--- config.mk ---
export PLATFORM = sky130hd
export DESIGN_NAME = sevseg_mux
export DESIGN_NICKNAME = d
export VERILOG_FILES = /design/src/rtl/sevseg_mux.sv
export SDC_FILE = /design/constraint.sdc
export NUM_CORES = 1
export LEC_CHECK = 0
export ABC_CLOCK_PERIOD_IN_PS = 2200
export CAP_MARGIN = 25
export CORE_AREA = 2 2 76 78
export CTS_CLUSTER_DIAMETER = 200
export DETAILED_ROUTE_END_ITERATION = 7
export DIE_AREA = 0 0 78 80
export GPL_TIMING_DRIVEN = 0
export PLACE_DENSITY = 0.66
export SKIP_CTS_REPAIR_TIMING = 1
export SYNTH_ARGS = -nofsm -noshare
export SYNTH_HDL_FRONTEND = slang
export SYNTH_SLANG_ARGS = --single-unit
--- constraint.sdc ---
create_clock -name CLK -period 2.2 [get_ports CLK]
set_input_delay 0.22 -clock CLK [delete_from_list [all_inputs] [get_ports CLK]]
set_output_delay 0.22 -clock CLK [all_outputs]
set_load 0.005 [all_outputs]
--- src/rtl/sevseg_mux.sv ---
// Time-multiplexed hex seven-segment driver: N digits, per-digit DP, leading-zero
// blanking, PWM brightness and a frame-aligned double buffer for tear-free updates.
module sevseg_mux #(
    parameter int DIGITS         = 2,
    parameter int REFRESH_DIV    = 12000,
    parameter int BRIGHT_W       = 4,
    parameter bit SEG_ACTIVE_LOW = 1'b0,
    parameter bit SEL_ACTIVE_LOW = 1'b0
) (
    input  logic                  CLK,
    input  logic                  RST,
    input  logic [4*DIGITS-1:0]   DATA,
    input  logic [DIGITS-1:0]     DP,
    input  logic                  LOAD,
    input  logic                  BLANK_LZ,
    input  logic [BRIGHT_W-1:0]   BRIGHT,
    output logic [6:0]            SEG,
    output logic                  SEG_DP,
    output logic [DIGITS-1:0]     SEL,
    output logic                  PENDING,
    output logic                  FRAME
);

    localparam int IDX_W = (DIGITS > 1) ? $clog2(DIGITS) : 1;
    localparam int PRE_W = (REFRESH_DIV > 1) ? $clog2(REFRESH_DIV) : 1;
    localparam logic [IDX_W-1:0]  LAST_IDX = IDX_W'(DIGITS - 1);
    localparam logic [PRE_W-1:0]  LAST_PRE = PRE_W'(REFRESH_DIV - 1);
    localparam logic [6:0]        SEG_OFF  = {7{SEG_ACTIVE_LOW}};
    localparam logic [DIGITS-1:0] SEL_OFF  = {DIGITS{SEL_ACTIVE_LOW}};

    logic [PRE_W-1:0]    prescaler;
    logic [IDX_W-1:0]    idx;
    logic [BRIGHT_W-1:0] pwm;
    logic [4*DIGITS-1:0] active_data;
    logic [DIGITS-1:0]   active_dp;
    logic [4*DIGITS-1:0] pend_data;
    logic [DIGITS-1:0]   pend_dp;

    logic                tick;
    logic                boundary;
    logic                en;
    logic [3:0]          cur_nib;
    logic                cur_dp;
    logic                cur_blank;
    logic [DIGITS-1:0]   sel_hot;
    logic                upper_zero;

    function automatic logic [6:0] hex_to_seg(input logic [3:0] h);
        logic [6:0] s;
        case (h)
            4'h0:    s = 7'h3F;
            4'h1:    s = 7'h06;
            4'h2:    s = 7'h5B;
            4'h3:    s = 7'h4F;
            4'h4:    s = 7'h66;
            4'h5:    s = 7'h6D;
            4'h6:    s = 7'h7D;
            4'h7:    s = 7'h07;
            4'h8:    s = 7'h7F;
            4'h9:    s = 7'h6F;
            4'hA:    s = 7'h77;
            4'hB:    s = 7'h7C;
            4'hC:    s = 7'h39;
            4'hD:    s = 7'h5E;
            4'hE:    s = 7'h79;
            default: s = 7'h71;
        endcase
        return s;
    endfunction

    assign tick     = (prescaler == LAST_PRE);
    assign boundary = tick && (idx == LAST_IDX);
    assign en       = (&BRIGHT) || (pwm < BRIGHT);

    // Walk from the most significant digit down so a digit knows whether all above it are zero.
    always_comb begin
        cur_nib    = 4'h0;
        cur_dp     = 1'b0;
        cur_blank  = 1'b0;
        sel_hot    = '0;
        upper_zero = 1'b1;
        for (int i = DIGITS - 1; i >= 0; i--) begin
            upper_zero = upper_zero && (active_data[4*i +: 4] == 4'h0);
            if (IDX_W'(i) == idx) begin
                cur_nib    = active_data[4*i +: 4];
                cur_dp     = active_dp[i];
                cur_blank  = BLANK_LZ && (i != 0) && upper_zero;
                sel_hot[i] = 1'b1;
            end
        end
    end

    always_ff @(posedge CLK) begin
        if (RST) begin
            prescaler   <= '0;
            idx         <= '0;
            pwm         <= '0;
            active_data <= '0;
            active_dp   <= '0;
            pend_data   <= '0;
            pend_dp     <= '0;
            PENDING     <= 1'b0;
            FRAME       <= 1'b0;
            SEG         <= SEG_OFF;
            SEG_DP      <= SEG_ACTIVE_LOW;
            SEL         <= SEL_OFF;
        end else begin
            prescaler <= tick ? '0 : prescaler + 1'b1;
            pwm       <= tick ? '0 : pwm + 1'b1;
            if (tick) begin
                idx <= (idx == LAST_IDX) ? '0 : idx + 1'b1;
            end
            FRAME <= boundary;

            // A LOAD landing on the boundary goes straight to the active buffer.
            if (boundary) begin
                if (LOAD) begin
                    active_data <= DATA;
                    active_dp   <= DP;
                end else if (PENDING) begin
                    active_data <= pend_data;
                    active_dp   <= pend_dp;
                end
                PENDING <= 1'b0;
            end else if (LOAD) begin
                pend_data <= DATA;
                pend_dp   <= DP;
                PENDING   <= 1'b1;
            end

            SEL    <= en ? (sel_hot ^ SEL_OFF) : SEL_OFF;
            SEG    <= (en && !cur_blank) ? (hex_to_seg(cur_nib) ^ SEG_OFF) : SEG_OFF;
            SEG_DP <= en ? (cur_dp ^ SEG_ACTIVE_LOW) : SEG_ACTIVE_LOW;
        end
    end

endmodule

**Word level (Yosys, flattened, before mapping)**

Memory sizes are Yosys's and may differ from the RTL's. A register that Yosys moved wholly into a read port is not among the register bits.
Cells that the tools add are included.

- Div/mod/pow operators: 0
- Equal/unequal tests: 1
- Muxes and demuxes: 10
- Add/sub/neg operators: 3
- $mul: 0
- Bitwise gates (word level): 3
- Reduce and logical (&&, ||, !) cells: 14
- Order comparisons: 1
- Shifts and indexed selects: 0

Operators by type and width:

| cell | number |
|---|---|
| $mux W8 | 2 |
| $add A14 B1 Y14 const B | 1 |
| $eq A14 B14 Y1 const B | 1 |
| $reduce_or A2 Y1 | 4 |
| $mux W1 | 5 |
| $add A4 B1 Y4 const B | 1 |
| $logic_not A4 Y1 | 1 |
| $lt A4 B4 Y1 | 1 |
| $mux W2 | 2 |
| $mux W4 | 1 |
| $reduce_and A2 Y1 | 2 |
| $reduce_and A4 Y1 | 1 |
| $logic_and A1 B1 Y1 | 3 |
| $not A1 Y1 | 3 |
| $reduce_bool A2 Y1 | 1 |
| $add A1 B1 Y1 const B | 1 |
| $logic_not A1 Y1 | 1 |
| $logic_or A1 B1 Y1 | 1 |

- Bits in read-only memories: 112
- RAM bits: 0
- Output and inout bits: 12
- Memories kept: 1
- Flip-flop bits (word level): 44
- Bits of input ports: 18
- Word-level logic and storage cells: 44
- Latch bits: 0

Memory list:

| memory | depth | bits a word | read ports | clocked after Yosys merged registers in | write ports | RTL line | source |
|---|---|---|---|---|---|---|---|
| (name not given) | 16 | 7 | 1 | 1 | 0 | 50 | `case (h)` |

**Logic depth before layout (Yosys ltp)**

- Depth in word-level cells: 7
- Gate-level depth with buffers: 7
- Depth with buffers taken out: 6

**Least setup slack after synthesis**

Ideal clock, no wire load.

- Path kind: register to register
- Start: reg prescaler[0]
- End: reg active_data[0]
- Data arrival time: 1.891 ns
- Library setup time: 0.070 ns
- Cell stages (with the launch flop): 7
- Buffers on the path: 1
- Period minus slack after synthesis: 1.962 ns
- Required time: 2.130 ns
- Setup slack: 0.238 ns
- Cells stage by stage: dfxtp_1 ha_1 nand4b_1 or4_4 buf_6 or3_1 a21oi_1

- Longest elaborated chain between the ends: 3

Ends and longest elaborated chain:

| what | RTL line | source |
|---|---|---|
| start, declared | 31 | `logic [PRE_W-1:0] prescaler;` |
| start signal, assigned | 108 | `prescaler <= tick ? '0 : prescaler + 1'b1;` |
| $eq A14 B14 Y1 | 71 | `assign tick = (prescaler == LAST_PRE);` |
| $logic_and A1 B1 Y1 | 72 | `assign boundary = tick && (idx == LAST_IDX);` |
| $reduce_and A2 Y1 (no line) | -- |  |
| end signal, assigned | 121 | `active_data <= pend_data;` |
| end, declared | 34 | `logic [4*DIGITS-1:0] active_data;` |

Every way passes these cells.
A chain may end at the register's enable or synchronous reset.

**Worst setup path after layout**

- Start: reg prescaler[0]
- End: reg active_data[2]

The elaborated chain is that of the path after synthesis.

==> results_dict.tcl <==
set metrics [dict create \
    first_pass_iters 4 \
    numPortBuffers 28 \
    cap_violations 0 \
    critPathRequiredTime_ps 2430 \
    syn_area_um2 2380 \
    wirelength_um 4850 \
    num_vias 1998 \
    period_needed_ps 2090 \
    seq_area_frac_synth_pct 42.8 \
    clk_pin_slew_ps 100 \
    grt-ovfl-total 0 \
    final_cell_area_um2 2890 \
    final_util_pct 53.4 \
    placed_area_um2 2750 \
    syn_avg_cell_area_um2 8.86 \
    regArea_um2 1020 \
    initial_core_util_pct 44.1 \
    syn-num-nets 299 \
    grt_pass1_wl_um 8380 \
    grt_util_all_layers_pct 16.8 \
    core_um2 5410 \
    area_delta_synth_final_pct 21.0 \
    worstSetupEndpointType "flip-flop" \
    finalNonFillerCells 377 \
    ios 30 \
    antenna_cells 0 \
    synthArstFlopShare_pct 0 \
    rsz0062_at_grt "no" \
    min-delay-path-class "input pin to flip-flop" \
    synth-edff-count 0 \
    viasPerCell 5.30 \
    fillCellCount 516 \
    ir_drop_v 0.000299 \
    grt_antenna_before_repair 0 \
    grt_pass1_vias 1822 \
    synthCells 269 \
    fmax_ghz 0.479 \
    power_density_nw_per_um2 585 \
    grtUsageMet2_pct 27.3 \
    drc 0 \
    cts-root-buf "clkbuf_8" \
    die_w_um 78 \
    nets 334 \
    fin_total_pwr_w 0.00169 \
    antenna_left 0 \
    cts_tree "yes" \
    setup_tns_ps 0 \
    hold_viol_final 0 \
    critPathKind "flip-flop to flip-flop" \
    cts_buffer_depth 2 \
    synth_cell_types 38 \
    relSlewSlack_pct 41.3 \
    dp.final_hpwl_um 3460 \
    p_leak_nw 1.08 \
    yosys_warnings 0 \
    die_area_um2 6240 \
    clock_skew_ps 6.97 \
    synth-seq-cells 51 \
    grt_max_degree 17 \
    h-tree-depth 2 \
    routedWlPerCell_um 12.9 \
    die_h_um 80 \
    busiest_layer "met2" \
    worst_setup_path_start_kind "flip-flop" \
    numCtsBuffers 5 \
    status "complete, no violations" \
    setup_viol 0 \
    drt-initial-drc-count 79 \
    rows 27 \
    tightest_slew_ps 878 \
    gp_congestion 0.810 \
    multiInputGateArea_um2 1300 \
    synthFlopType "dfxtp_1" \
    cp_max_fo 10 \
    drv_slew 0 \
    met3_usage_pct 3.73 \
    worst_skew_pair.late_latency_ps 300 \
    drive_above_1_share_pct 6.89 \
    met1_usage_pct 21.7 \
    dp.cells 369 \
    arrival_ps 2320 \
    fin_crit_sh_pct 94.9 \
    cts.sinks 51 \
]
-- final timing paths --
check        cells after the start                           to                     from  slack (ps)
max                              6  active_data[2]$_SDFFE_PP0P_  prescaler[0]$_SDFF_PP0_         110
min                              4  active_data[5]$_SDFFE_PP0P_                     LOAD         450
max reg2reg                      6  active_data[2]$_SDFFE_PP0P_  prescaler[0]$_SDFF_PP0_         110
min reg2reg                      1            pwm[0]$_SDFF_PP0_        pwm[0]$_SDFF_PP0_         480
-- metal layers --
layer / part of all wire [%] / vias to the layer above
met1: 50 / 933
met4: 0.82 / 0
met5: 0 / -
li1: - / 1030
met3: 3.5 / 2
met2: 46 / 33
-- cell usage in the layout, fill, tap and decap left out, types with 3 or more instances in the layout --
cell type	count
ha_1	11
o21ai_0	23
a221oi_1	3
xnor2_1	9
nor2_1	27
nand3_1	20
mux2_2	3
mux2i_1	12
and3_1	3
a21oi_1	25
nand2_1	6
dfxtp_1	49
inv_1	11
or3_1	12
clkbuf_1	10
clkdlybuf4s50_1	28
xor2_1	4
a211oi_1	3
nor4_1	4
clkbuf_8	5
nor3_1	8
-- metrics by stage --
step                worst slack (ps)  hold slack (ps)
floorplan                        238              368
global placement                -178              456
detailed placement              -223              464
CTS                             -230              438
global route                    20.7              499
finish                           113              449
-- kinds of logic (layout without fill, tap and decap cells) --
logic type	count (synthesis)	in the layout	share of synthesized area, %
AOI/OAI and AO/OA	62	62	15.1
muxes	17	17	7.30
xor gates and xnor gates	13	13	4.78
and+or+nand+nor	89	89	19.4
adders and majority gates	12	12	6.30
buffers and inverters	25	61	4.30
DFF	51	51	42.8
-- cell usage after synthesis, types with 2 or more instances --
cell      instances  area, µm²
nand2_1           6       22.5
xnor2_1           9       78.8
nand3_1          20        100
ha_1             12        150
nor4_1            4       25.0
xor2_1            4       35.0
dfxtp_1          51       1020
clkbuf_1         10       37.5
nor3_1            8       40.0
a221oi_1          3       26.3
buf_1             2       7.51
nor2_1           27        101
or3_1            12       75.1
a211oi_1          3       22.5
mux2i_1          14        140
mux2_2            3       33.8
a21oi_1          25        125
o211ai_1          2       15.0
o21ai_0          23        115
inv_1            11       41.3
and3_1            3       18.8
-- sequential cells by signal, summed over array words and instances, names as in the netlist --
name and count:
active_data 8, idx 1, SEL 2, active_dp 2
PENDING 1, SEG_DP 1, FRAME 1, pend_data 8
pend_dp 2, pwm 4, SEG 7, prescaler 14
-- critical path, cell delays in order, from the launching register on --
cell	delay, ps
dfxtp_2	400
ha_4	180
nand4b_1	250
or4_4	510
buf_6	150
or3_1	370
a21oi_1	160
-- report_power, final --
group	leakage, nW	switching [W]	internal, W
registers	0.417	0.0000192	0.000957
logic	0.627	0.0000784	0.0000913
clock network	0.0402	0.000319	0.000222
total	1.08	0.000416	0.00127
-- cell type report --
cell class                      count  share of cell area, %
Multi-Input combinational cell    193                   45.1
Sequential cell                    51                   35.5
Timing Repair Buffer               28                   9.71
Tap cell                           72                   3.12
Clock buffer                        5                   2.39
Buffer                             14                   2.12
Inverter                           11                   1.43
Clock inverter                      3                  0.694
No activity file was read; power rests on OpenSTA's default activity.
==> patch 1 (same settings) <==
Add an input register stage for `DATA`, `DP`, `LOAD`, `BLANK_LZ` and `BRIGHT`; this delays them by one clock.
--- a/src/rtl/sevseg_mux.sv
+++ b/src/rtl/sevseg_mux.sv
@@ -27,6 +27,20 @@
     localparam logic [PRE_W-1:0]  LAST_PRE = PRE_W'(REFRESH_DIV - 1);
     localparam logic [6:0]        SEG_OFF  = {7{SEG_ACTIVE_LOW}};
     localparam logic [DIGITS-1:0] SEL_OFF  = {DIGITS{SEL_ACTIVE_LOW}};
+
+    logic [4*DIGITS-1:0] DATA_q;
+    logic [DIGITS-1:0] DP_q;
+    logic LOAD_q;
+    logic BLANK_LZ_q;
+    logic [BRIGHT_W-1:0] BRIGHT_q;
+
+    always_ff @(posedge CLK) begin
+        DATA_q     <= DATA;
+        DP_q       <= DP;
+        LOAD_q     <= LOAD;
+        BLANK_LZ_q <= BLANK_LZ;
+        BRIGHT_q   <= BRIGHT;
+    end
 
     logic [PRE_W-1:0]    prescaler;
     logic [IDX_W-1:0]    idx;
@@ -70,7 +84,7 @@
 
     assign tick     = (prescaler == LAST_PRE);
     assign boundary = tick && (idx == LAST_IDX);
-    assign en       = (&BRIGHT) || (pwm < BRIGHT);
+    assign en       = (&BRIGHT_q) || (pwm < BRIGHT_q);
 
     // Walk from the most significant digit down so a digit knows whether all above it are zero.
     always_comb begin
@@ -84,7 +98,7 @@
             if (IDX_W'(i) == idx) begin
                 cur_nib    = active_data[4*i +: 4];
                 cur_dp     = active_dp[i];
-                cur_blank  = BLANK_LZ && (i != 0) && upper_zero;
+                cur_blank  = BLANK_LZ_q && (i != 0) && upper_zero;
                 sel_hot[i] = 1'b1;
             end
         end
@@ -114,17 +128,17 @@
 
             // A LOAD landing on the boundary goes straight to the active buffer.
             if (boundary) begin
-                if (LOAD) begin
-                    active_data <= DATA;
-                    active_dp   <= DP;
+                if (LOAD_q) begin
+                    active_data <= DATA_q;
+                    active_dp   <= DP_q;
                 end else if (PENDING) begin
                     active_data <= pend_data;
                     active_dp   <= pend_dp;
                 end
                 PENDING <= 1'b0;
-            end else if (LOAD) begin
-                pend_data <= DATA;
-                pend_dp   <= DP;
+            end else if (LOAD_q) begin
+                pend_data <= DATA_q;
+                pend_dp   <= DP_q;
                 PENDING   <= 1'b1;
             end
 
Behaviour: not the same (a bounded check fails within 4 cycles, from zero or initial values and one cycle with RST high).
==> patch 1 against the original RTL <==
  * Setup slack got worse by 55 ps
  * Sequential cell count rose by 16
  * Wire length rose by 4.4%
  * Synthesized area grew 13%
  * Via count up 5.8%
  * Total power up 43%
  * Largest power group unchanged
  * Design area grew 15%
==> patch 1: results (changes against the original RTL) <==
Netlist cell types=33 (-13%); Lkg Pwr=1.24 nW (+15%); post-synthesis adder-cell area fraction=5.58% (-0.72 points); post-synthesis xor/xnor area fraction=4.88% (+0.11 points); All-Layer GR Usage=17.6% (+0.87 points); status=completed; multiplexer area fraction after synthesis=6.47% (-0.83 points); fill count=487 (-5.6%); Worst-path clk slew=70 ps (-30 ps); post-synthesis net count=316 (+5.7%); DR WL met2=2.31 mm (+3.2%); critical path peak fanout=5 (-5); TritonCTS buffer count=9 (+4); routability cong.=0.845 (+4.2%); Pint=1.88 mW (+48%); Area after DPL=3060 um2 (+11%); sequential share of the synthesized area=49.9% (+7.0 points); first-pass GRT wire length=8.62 mm (+2.9%); Worst Clk Skew=7.70 ps (+0.727 ps); worst path arrival time=2410 ps (+90 ps); Synth top cells by count=67 x dfxtp_1, 30 x nor2_1, 23 x o21ai_0; nets@finish=358 (+7.2%); Initial DRC Count=161 (+100%); Mapped Cells=286 (+6.3%); WL final=5.07 mm (+4.4%); Skew-Pair Late Insertion Delay=340 ps (+40 ps); Compound-Gate Fraction of Synth Area=11.5% (-3.5 points); DP HPWL=3.46 mm (+0.11%); Least-Margin Pin Slew=626 ps (-251 ps)
[patch 1: cells by family (layout without fill, tap and decap cells)]
group | Yosys count | count (layout)
flip-flops | 67 | 67
AO/OA/AOI/OAI | 56 | 56
buffers and inverters | 26 | 73
XOR/XNOR | 15 | 15
multiplexers | 17 | 17
adder cells (fa/ha/maj) | 12 | 12
AND/OR/NAND/NOR | 93 | 93
[patch 1: final cells by class]
class                      count  area [um2]  area share, %
timing repair buffer          33         315           9.50
tap                           72        90.1           2.71
multi-input combinational    193        1270           38.4
inverter                      10        37.5           1.13
clock buffer                  15         186           5.61
buffer                        14        65.1           1.96
clock inverter                 1        5.00          0.151
sequential                    67        1350           40.6
[patch 1: worst max-delay path: stages (launching register included)]
cell	delay, ps
dfxtp_4	350
or4b_4	540
or4_4	540
buf_6	150
or3_1	350
a21oi_1	140
[patch 1: path summary, 6_finish.rpt]
path	from	endpoint	slack (ps)	cells after the start
max	prescaler[5]	active_data[6]	60	5
max reg2reg	prescaler[5]	active_data[6]	60	5
min reg2reg	prescaler[0]	prescaler[0]	430	1
min	RST	pend_data[0]	280	2
[patch 1: power by group through the flow]
stage	clock network, mW	registers, mW	logic (mW)
5_1_grt	1.04	1.29	0.181
4_1_cts	0.982	1.29	0.162
3_3_place_gp	0	1.31	0.160
3_5_place_dp	0	1.31	0.161
6_report	0.960	1.29	0.161
2_1_floorplan	0	1.31	0.0821
[patch 1: stage by stage]
step                      power, mW  hold slack [ps]  setup WS (ps)  util [%]
after detailed placement       1.48              449           -140      56.6
after global placement         1.47              443           -127      56.6
after CTS                      2.43              285           -167      60.2
after floorplan                1.39              248           90.0         -
final                          2.41              280           57.6      61.4
after global routing           2.51              305          -19.8      61.4
[patch 1: layer usage]
metal,global-route usage [%],vias up
li1,-,1083
met1,22.8,964
met2,27.2,56
met3,3.85,11
met4,10.0,0
met5,0,-
==> patch 2 (config.mk and constraints unchanged) <==
Without the edit above. The parameter `SEG_ACTIVE_LOW` goes from 1'b0 to 1'b1.
--- a/src/rtl/sevseg_mux.sv
+++ b/src/rtl/sevseg_mux.sv
@@ -4,7 +4,7 @@
     parameter int DIGITS         = 2,
     parameter int REFRESH_DIV    = 12000,
     parameter int BRIGHT_W       = 4,
-    parameter bit SEG_ACTIVE_LOW = 1'b0,
+    parameter bit SEG_ACTIVE_LOW = 1'b1,
     parameter bit SEL_ACTIVE_LOW = 1'b0
 ) (
     input  logic                  CLK,
Function: changed (a bounded check fails within 4 cycles, from zero or initial values and one cycle with RST high).
==> patch 2 against the original RTL <==
  * Setup slack better by 27 ps
  * First-iteration DRC count down 51%
  * Via count down 3.2%
  * Critical path type unchanged
  * Utilization up 3.4 points
  * Synthesized cell count down 1.1%
  * Wire length down 2.2%
  * Critical path depth up 1
  * Highest routed layer unchanged
  * Largest cell class unchanged
  * Clock power up 40%
  * Design area up 6.5%
  * Synthesized area up 5.8%
  * Sequential cell count unchanged
  * Total power up 14%
==> patch 2: results (changes against the original RTL) <==
status=completed; crit path max-delay cell type=mux2_2; maximum number of pins on one net before global-route repair=16 (-1); WHS Path Cells=1 (-3); Hold WS=473 ps (+23.8 ps); Placement Setup Slack=-125 ps (+98.5 ps); share of cells above drive strength 1=11.1% (+4.3 points); WL final=4.75 mm (-2.2%); fill count=486 (-5.8%); first-pass GRT wire length=8.25 mm (-1.5%); total number of vias=1934 (-3.2%); R2R Path Start=idx; Netlist cell types=39 (+2.6%); Worst Clk Skew=9.51 ps (+2.54 ps); Mapped Cells=266 (-1.1%); routability cong.=0.892 (+10%); top cells by area, synth=dfxtp_1 40%, mux2i_1 9.5%, mux2_2 5.8%; Area after DPL=2900 um2 (+5.4%); Initial DRC Count=39 (-51%); hold crit path type=reg -> reg; nets@finish=333 (-0.30%); worst path arrival time=2240 ps (-80 ps); dpl cells=367 (-0.54%); Synth top cells by count=51 x dfxtp_1, 31 x nor2_1, 24 x mux2i_1; worst hold path startpoint=pwm[0]; Lkg Pwr=1.23 nW (+14%)
## patch 2: cell types whose count changed after synthesis, sizes merged, moves of 11 or more
cell | unedited run | this run
a21oi | 25 | 4
nand2b | 1 | 21
o21ai | 23 | 5
nand3 | 20 | 8
nor2b | 1 | 12
## patch 2: cells by family (layout without fill, tap and decap cells)
logic type	count (synthesis)	after routing	synth area share [%]
DFF	51	51	40.5
AOI/OAI and AO/OA	17	17	4.57
xor gates and xnor gates	15	15	5.21
buffers and inverters	24	63	4.12
and+or+nand+nor	110	110	23.9
muxes	38	38	16.2
adders and majority gates	11	11	5.46
## patch 2: metal layers
metal | up-vias | track usage [%] | part of all wire (%)
met1 | 897 | 21.9 | 50
met4 | 0 | 6.14 | 1.9
li1 | 991 | - | -
met3 | 8 | 3.51 | 2.6
met5 | - | 0 | 0
met2 | 38 | 26.1 | 46
## patch 2: worst max path at each step
| stage | from | to | slack (ps) | depth (start not counted) |
|---|---|---|---|---|
| 2_1_floorplan | idx | SEG[3] | 140 | 6 |
| 3_3_place_gp | BRIGHT[3] | SEG[1] | -90 | 7 |
| 3_5_place_dp | idx | SEG[3] | -120 | 6 |
| 4_1_cts | idx | SEG[3] | -130 | 6 |
| 5_1_grt | idx | SEG[3] | 20 | 6 |
| 6_report | idx | SEG[3] | 140 | 7 |
## patch 2: power breakdown
| group | total (mW) | internal [mW] | switching (mW) |
|---|---|---|---|
| logic | 0.186 | 0.104 | 0.0820 |
| registers | 0.976 | 0.958 | 0.0180 |
| clock network | 0.760 | 0.455 | 0.306 |
## patch 2: area by class of cell
cell class / count / area share (%)
clock buffer: 6 / 2.36
clock inverter: 2 / 1.96
timing repair buffer: 32 / 10.2
buffer: 14 / 2.16
sequential: 51 / 33.2
inverter: 9 / 1.10
tap: 72 / 2.93
multi-input combinational: 191 / 46.1
